File: src/rtl/seq_alu_acc.sv
// Sequential accumulator ALU: valid/ready command input, single-cycle ALU ops,
// multi-cycle shift-add multiplier and a registered C/Z/N/V status register.
module seq_alu_acc #(
    parameter int WIDTH = 8,
    parameter int SHW   = $clog2(WIDTH)
) (
    input  logic             clk,
    input  logic             rst_n,
    input  logic             in_valid,
    output logic             in_ready,
    input  logic [3:0]       op,
    input  logic             sel_a,
    input  logic             sel_b,
    input  logic [WIDTH-1:0] a,
    input  logic [WIDTH-1:0] b,
    output logic             out_valid,
    output logic [WIDTH-1:0] result,
    output logic [WIDTH-1:0] result_hi,
    output logic [WIDTH-1:0] acc,
    output logic             flag_c,
    output logic             flag_z,
    output logic             flag_n,
    output logic             flag_v,
    output logic             busy
);

    localparam int CW = $clog2(WIDTH + 1);

    localparam logic [3:0] OP_ADD  = 4'd0;
    localparam logic [3:0] OP_SUB  = 4'd1;
    localparam logic [3:0] OP_SHL  = 4'd2;
    localparam logic [3:0] OP_SHR  = 4'd3;
    localparam logic [3:0] OP_AND  = 4'd4;
    localparam logic [3:0] OP_OR   = 4'd5;
    localparam logic [3:0] OP_XOR  = 4'd6;
    localparam logic [3:0] OP_NOT  = 4'd7;
    localparam logic [3:0] OP_ADC  = 4'd8;
    localparam logic [3:0] OP_SBC  = 4'd9;
    localparam logic [3:0] OP_ASR  = 4'd10;
    localparam logic [3:0] OP_ROL  = 4'd11;
    localparam logic [3:0] OP_ROR  = 4'd12;
    localparam logic [3:0] OP_MUL  = 4'd13;
    localparam logic [3:0] OP_CLR  = 4'd14;
    localparam logic [3:0] OP_PASS = 4'd15;

    typedef enum logic {IDLE, BUSY} state_t;

    state_t           state_q, state_d;
    logic             busy_q, busy_d;
    logic             out_valid_q, out_valid_d;
    logic [WIDTH-1:0] result_q, result_d;
    logic [WIDTH-1:0] result_hi_q, result_hi_d;
    logic [WIDTH-1:0] acc_q, acc_d;
    logic             flag_c_q, flag_c_d;
    logic             flag_z_q, flag_z_d;
    logic             flag_n_q, flag_n_d;
    logic             flag_v_q, flag_v_d;
    logic [WIDTH-1:0] mcand_q, mcand_d;
    logic [WIDTH-1:0] hi_q, hi_d;
    logic [WIDTH-1:0] lo_q, lo_d;
    logic [CW-1:0]    cnt_q, cnt_d;

    logic [WIDTH-1:0] op_a, op_b, add_b;
    logic [SHW-1:0]   sh;
    logic [SHW:0]     rot_inv;
    logic             add_cin, add_v;
    logic [WIDTH:0]   add_sum, shl_w, shr_w, asr_w;
    logic [WIDTH-1:0] alu_res;
    logic             alu_c, alu_v;
    logic             accept;
    logic [WIDTH:0]   step_sum;
    logic [WIDTH-1:0] mul_hi, mul_lo;

    assign in_ready  = (state_q == IDLE) && rst_n;
    assign accept    = in_valid && in_ready;
    assign out_valid = out_valid_q;
    assign result    = result_q;
    assign result_hi = result_hi_q;
    assign acc       = acc_q;
    assign flag_c    = flag_c_q;
    assign flag_z    = flag_z_q;
    assign flag_n    = flag_n_q;
    assign flag_v    = flag_v_q;
    assign busy      = busy_q;

    always_comb begin
        op_a    = sel_a ? acc_q : a;
        op_b    = sel_b ? acc_q : b;
        sh      = op_b[SHW-1:0];
        rot_inv = (SHW+1)'(WIDTH) - {1'b0, sh};
        add_b   = op_b;
        add_cin = 1'b0;
        case (op)
            OP_SUB:  begin add_b = ~op_b; add_cin = 1'b1;     end
            OP_ADC:  begin add_b = op_b;  add_cin = flag_c_q; end
            OP_SBC:  begin add_b = ~op_b; add_cin = flag_c_q; end
            default: begin add_b = op_b;  add_cin = 1'b0;     end
        endcase
        add_sum = {1'b0, op_a} + {1'b0, add_b} + {{WIDTH{1'b0}}, add_cin};
        add_v   = (op_a[WIDTH-1] == add_b[WIDTH-1]) && (add_sum[WIDTH-1] != op_a[WIDTH-1]);
        // A guard bit on the shifted-out side captures the last bit lost as carry.
        shl_w   = {1'b0, op_a} << sh;
        shr_w   = {op_a, 1'b0} >> sh;
        asr_w   = $signed({op_a, 1'b0}) >>> sh;

        alu_res = '0;
        alu_c   = 1'b0;
        alu_v   = 1'b0;
        case (op)
            OP_ADD, OP_SUB, OP_ADC, OP_SBC: begin
                alu_res = add_sum[WIDTH-1:0];
                alu_c   = add_sum[WIDTH];
                alu_v   = add_v;
            end
            OP_SHL:  begin alu_res = shl_w[WIDTH-1:0]; alu_c = shl_w[WIDTH]; end
            OP_SHR:  begin alu_res = shr_w[WIDTH:1];   alu_c = shr_w[0];     end
            OP_ASR:  begin alu_res = asr_w[WIDTH:1];   alu_c = asr_w[0];     end
            OP_AND:  alu_res = op_a & op_b;
            OP_OR:   alu_res = op_a | op_b;
            OP_XOR:  alu_res = op_a ^ op_b;
            OP_NOT:  alu_res = ~op_a;
            OP_ROL:  alu_res = (op_a << sh) | (op_a >> rot_inv);
            OP_ROR:  alu_res = (op_a >> sh) | (op_a << rot_inv);
            OP_CLR:  alu_res = '0;
            OP_PASS: alu_res = op_b;
            default: alu_res = '0;
        endcase
    end

    // One shift-add iteration: conditionally add the multiplicand to the high
    // half, then shift the whole {carry, hi, lo} product right by one.
    always_comb begin
        step_sum = {1'b0, hi_q} + {1'b0, (lo_q[0] ? mcand_q : {WIDTH{1'b0}})};
        mul_hi   = step_sum[WIDTH:1];
        mul_lo   = {step_sum[0], lo_q[WIDTH-1:1]};
    end

    always_comb begin
        state_d     = state_q;
        busy_d      = busy_q;
        out_valid_d = 1'b0;
        result_d    = result_q;
        result_hi_d = result_hi_q;
        acc_d       = acc_q;
        flag_c_d    = flag_c_q;
        flag_z_d    = flag_z_q;
        flag_n_d    = flag_n_q;
        flag_v_d    = flag_v_q;
        mcand_d     = mcand_q;
        hi_d        = hi_q;
        lo_d        = lo_q;
        cnt_d       = cnt_q;
        case (state_q)
            IDLE: begin
                if (accept) begin
                    if (op == OP_MUL) begin
                        mcand_d = op_a;
                        lo_d    = op_b;
                        hi_d    = '0;
                        cnt_d   = '0;
                        state_d = BUSY;
                        busy_d  = 1'b1;
                    end else begin
                        result_d    = alu_res;
                        acc_d       = alu_res;
                        result_hi_d = '0;
                        flag_c_d    = alu_c;
                        flag_z_d    = (alu_res == '0);
                        flag_n_d    = alu_res[WIDTH-1];
                        flag_v_d    = alu_v;
                        out_valid_d = 1'b1;
                    end
                end
            end
            BUSY: begin
                hi_d  = mul_hi;
                lo_d  = mul_lo;
                cnt_d = cnt_q + CW'(1);
                if (cnt_q == CW'(WIDTH - 1)) begin
                    result_d    = mul_lo;
                    result_hi_d = mul_hi;
                    acc_d       = mul_lo;
                    flag_c_d    = (mul_hi != '0);
                    flag_z_d    = ({mul_hi, mul_lo} == '0);
                    flag_n_d    = mul_hi[WIDTH-1];
                    flag_v_d    = 1'b0;
                    out_valid_d = 1'b1;
                    state_d     = IDLE;
                    busy_d      = 1'b0;
                end
            end
            default: begin
                state_d = IDLE;
                busy_d  = 1'b0;
            end
        endcase
    end

    always_ff @(posedge clk or negedge rst_n) begin
        if (!rst_n) begin
            state_q     <= IDLE;
            busy_q      <= 1'b0;
            out_valid_q <= 1'b0;
            result_q    <= '0;
            result_hi_q <= '0;
            acc_q       <= '0;
            flag_c_q    <= 1'b0;
            flag_z_q    <= 1'b0;
            flag_n_q    <= 1'b0;
            flag_v_q    <= 1'b0;
            mcand_q     <= '0;
            hi_q        <= '0;
            lo_q        <= '0;
            cnt_q       <= '0;
        end else begin
            state_q     <= state_d;
            busy_q      <= busy_d;
            out_valid_q <= out_valid_d;
            result_q    <= result_d;
            result_hi_q <= result_hi_d;
            acc_q       <= acc_d;
            flag_c_q    <= flag_c_d;
            flag_z_q    <= flag_z_d;
            flag_n_q    <= flag_n_d;
            flag_v_q    <= flag_v_d;
            mcand_q     <= mcand_d;
            hi_q        <= hi_d;
            lo_q        <= lo_d;
            cnt_q       <= cnt_d;
        end
    end

endmodule

File: config.mk
export PLATFORM = sky130hd
export DESIGN_NAME = seq_alu_acc
export DESIGN_NICKNAME = d
export VERILOG_FILES = /design/src/rtl/seq_alu_acc.sv
export SDC_FILE = /design/constraint.sdc
export NUM_CORES = 1
export LEC_CHECK = 0
export ABC_AREA = 1
export BUFFER_PORTS_ARGS = -buffer_cell sky130_fd_sc_hd__buf_2
export CORE_MARGIN = 10
export CORE_UTILIZATION = 55
export CTS_BUF_LIST = sky130_fd_sc_hd__clkbuf_8 sky130_fd_sc_hd__clkbuf_16
export CTS_CLUSTER_DIAMETER = 80
export DETAILED_ROUTE_END_ITERATION = 16
export PLACE_DENSITY_LB_ADDON = 0.12
export REMOVE_ABC_BUFFERS = 1
export SKIP_LAST_GASP = 1
export SLEW_MARGIN = 30
export SYNTH_ARGS = -nofsm -noshare
export SYNTH_HDL_FRONTEND = slang
export SYNTH_SLANG_ARGS = --single-unit
export TNS_END_PERCENT = 1
File: constraint.sdc
create_clock -name clk -period 2.97 [get_ports clk]
set_clock_uncertainty 0.15 [all_clocks]
set_input_delay 0.1485 -clock clk [delete_from_list [all_inputs] [get_ports clk]]
set_output_delay 0.1485 -clock clk [all_outputs]
set_load 0.05 [all_outputs]
==> flow_summary.json <==
{
  "globalRoute.busiestLayer": "met2",
  "postRouteWirelength_um": 17900,
  "grt_setup_unrepaired": "yes",
  "grt_use_met1_pct": 33.60,
  "timing.critical_path.max_delay_family": "simple AND/OR/NAND/NOR gates",
  "kind_of_path_behind_the_tightest_hold_check": "input port to register",
  "std_cell_rows": 35,
  "met3_usage_pct": 3.721,
  "total_switching_power_mw": 2.858,
  "yosys_register_bits": 51,
  "sequential_power_share_pct": 23.0,
  "period_utilisation_layout_pct": 97.59,
  "route.detailed.drc": 0,
  "cp.arrival_ns": 3.00,
  "totalPowerFinal_mw": 5.027,
  "timing.max_slew.rel_slack_pct": 52.66,
  "dp_hpwl_um": 14180,
  "grt_max_degree": 52,
  "final_common_cell": "sky130_fd_sc_hd__nand2_1",
  "p_leak_nw": 3.334,
  "worstPathRequired_ns": 3.07,
  "preCtsSetupSlack_ns": -0.02321,
  "critical-path-slowest-cell": "sky130_fd_sc_hd__fa_2",
  "combinationalPowerShare_pct": 67.7,
  "postRouteAntennaNets": 0,
  "dieArea_um2": 13710,
  "clock_insertion_delay_worst_skew_ns": 0.31,
  "first_global_vias": 5644,
  "gp_congestion": 1.015,
  "instances_no_fill": 1029,
  "power.clock.fraction_pct": 9.2,
  "pins_over_their_slew_limit": 0,
  "cp_max_fo": 3,
  "power-per-cell-area_nw_per_um2": 852.1,
  "placement.cell_area_um2": 5725,
  "period_needed_ns": 2.898,
  "tritoncts": "yes",
  "path_cells": "inv_1 -> nand2_1 -> nand2_2 -> xor2_2 -> fa_2 -> fa_2 -> or2_4 -> nand3_2 -> nand4_1 -> nor2_1 -> nand3_1 -> nor2_1 -> nand3_1 -> nor2_1 -> nand3_1 -> a21oi_2",
  "most_used_cells_in_the_layout_excluding_fill_and_tap_cells": "286 x sky130_fd_sc_hd__nand2_1, 96 x sky130_fd_sc_hd__inv_1, 79 x sky130_fd_sc_hd__nand3_1, 75 x sky130_fd_sc_hd__nor2_1, 55 x sky130_fd_sc_hd__buf_2",
  "layout_setup_ws_ns": 0.07153,
  "initial_antenna_violation_count": 0,
  "detail_route.first_pass.iterations": 5,
  "irDropWorstVdd_v": 0.0004392,
  "setup_viol_count_final": 0,
  "layout.cell_area.non_filler_um2": 5899,
  "cts_max_path_buffers": 2,
  "wire_length_of_the_first_global_routing_pass_um": 28390,
  "max-cap-violations": 0,
  "post_drt_wl_per_cell_um": 17.39,
  "clock-root-buffer": "sky130_fd_sc_hd__clkbuf_8",
  "cts.htree.levels": 2,
  "kind_of_start_point_of_the_critical_path": "register",
  "antennaDiodeCount": 0,
  "numPortBuffers": 55,
  "gr-total-overflow": 0,
  "top_level_ports": 56,
  "share_of_layout_cells_above_drive_strength_1_pct": 17.76,
  "worst_pin_slew_ns": 0.7092,
  "start_util_pct": 56.37,
  "setup.worst_path.end_class": "register",
  "crit_buf_inv": 1,
  "synth.avg_cell_area_um2": 6.164,
  "placed_cells_incl_taps": 1017,
  "critical-path-max-stage-delay_ns": 0.41,
  "synthesis.area_um2": 5184,
  "post_synth_inst_count": 841,
  "yosysSeqAreaShare_pct": 24.62,
  "internal_power_mw": 2.169,
  "floorplan.core_area_um2": 9196,
  "die_width_um": 117.1,
  "iteration_0_drc_count_of_the_detailed_router": 855,
  "outcome": "complete, no violations",
  "switching_share_of_power_pct": 56.85,
  "cts_buffers": 5,
  "use_met2_pct": 43.12,
  "ys_warn_count": 0,
  "yosysUniqueCellTypes": 39,
  "fin_nets": 979,
  "via_per_inst": 5.761,
  "fmax_mhz": 345.0,
  "die_h_um": 117.1,
  "via_count": 5928,
  "hold_viol_final": 0,
  "clock_sinks": 51,
  "nFillCells": 876,
  "setup.worst_path.class": "register to register",
  "clkSlewWorstSetupHoldPaths_ns": 0.10,
  "area_delta_synth_final_pct": 13.81,
  "grt.total_usage_pct": 26.25
}
stage by stage:
step / util (%) / hold WS, ns / TNS, ns
3_5_place_dp: 62.26 / 0.1764 / -0.02321
6_report: 64.15 / 0.2255 / 0
2_1_floorplan: - / -0.2971 / -3.890
3_3_place_gp: 62.26 / 0.1686 / 0
5_1_grt: 64.15 / 0.2800 / -0.2854
4_1_cts: 63.61 / 0.2056 / -0.01117
synth_stat cells (all sizes together):
cell type / count / area, um^2
nand2: 313 / 1250
inv: 103 / 386.6
nand3: 83 / 432.9
nor2: 77 / 289.0
o21ai: 59 / 299.0
dfrtp: 51 / 1276
ha: 34 / 425.4
a21oi: 22 / 113.9
buf: 20 / 146.4
clkbuf: 13 / 48.80
nand4: 9 / 56.30
a31oi: 8 / 50.05
xnor2: 8 / 70.07
o211ai: 7 / 52.55
or2: 7 / 43.79
o221ai: 5 / 43.79
xor2: 5 / 43.79
fa: 3 / 60.06
nand3b: 3 / 22.52
a211oi: 2 / 15.01
nor3: 2 / 10.01
a22oi: 1 / 7.510
clkinv: 1 / 3.750
nor3b: 1 / 7.510
nor4: 1 / 6.260
o21a: 1 / 7.510
o22ai: 1 / 6.260
o31a: 1 / 8.760
worst min-delay path: stages:
cell and delay (ns):
sky130_fd_sc_hd__buf_2 0.10, sky130_fd_sc_hd__nand2_1 0.07, sky130_fd_sc_hd__nor2_1 0.05, sky130_fd_sc_hd__clkinv_1 0.20, sky130_fd_sc_hd__nand2_1 0.08
sequential cells by signal (all words and copies together) (netlist names):
register   count
acc            8
hi_q           8
lo_q           8
mcand_q        8
result_hi      8
cnt_q          4
busy           1
flag_c         1
flag_n         1
flag_v         1
flag_z         1
out_valid      1
state_q        1
kinds of logic after synthesis:
kind of cell / after synthesis / synth area share [%]
flops: 51 / 24.62
fa+ha+maj: 37 / 9.365
simple gates: 496 / 40.86
compound gates: 107 / 11.66
buf+inv: 137 / 11.30
xor+xnor: 13 / 2.196
path summary, 6_finish.rpt:
path                                    from           end  slack [ns]  depth (start not counted)
worst min register to register  result_hi[7]  result_hi[7]        0.34                          2
worst max-delay path                  acc[0]        flag_z        0.07                         16
min in group asynchronous              rst_n  result_hi[4]        0.33                          3
max in group asynchronous              rst_n        acc[3]        1.86                          3
worst max register to register        acc[0]        flag_z        0.07                         16
worst min-delay path                in_valid          busy        0.23                          5
power by group through the flow:
stage / clock network (mW) / registers, mW / logic (mW)
after floorplan: 0 / 1.65 / 1.71
after global placement: 0 / 1.15 / 3.21
after detailed placement: 0 / 1.16 / 3.26
after CTS: 0.464 / 1.15 / 3.29
after global routing: 0.497 / 1.19 / 3.73
final: 0.465 / 1.16 / 3.40
repair_timing:
| item | CTS | global route |
|---|---|---|
| endpoints found under the hold margin | 51 | 0 |
| hold buffers | 1 | 0 |
| resized for setup | 1 | 12 |
| setup endpoints to repair | 3 | 8 |
| pin swaps | 0 | 15 |
| setup buffers | 1 | 3 |
layer usage:
| metal | wire length (um) | vias up |
|---|---|---|
| li1 | - | 2841 |
| met1 | 7100 | 2711 |
| met2 | 8283 | 313 |
| met3 | 1737 | 63 |
| met4 | 775 | 0 |
| met5 | 0 | - |
area by class of cell:
| cell class | count | area (um^2) | area share [%] |
|---|---|---|---|
| timing repair buffer | 102 | 630.6 | 10.69 |
| tap | 111 | 138.9 | 2.354 |
| clock buffer | 7 | 96.34 | 1.633 |
| sequential | 51 | 1277 | 21.65 |
| clock inverter | 1 | 7.507 | 0.1273 |
| inverter | 104 | 390.4 | 6.617 |
| multi-input combinational | 653 | 3358 | 56.92 |
Note: power is estimated with default switching activity, not from simulation.
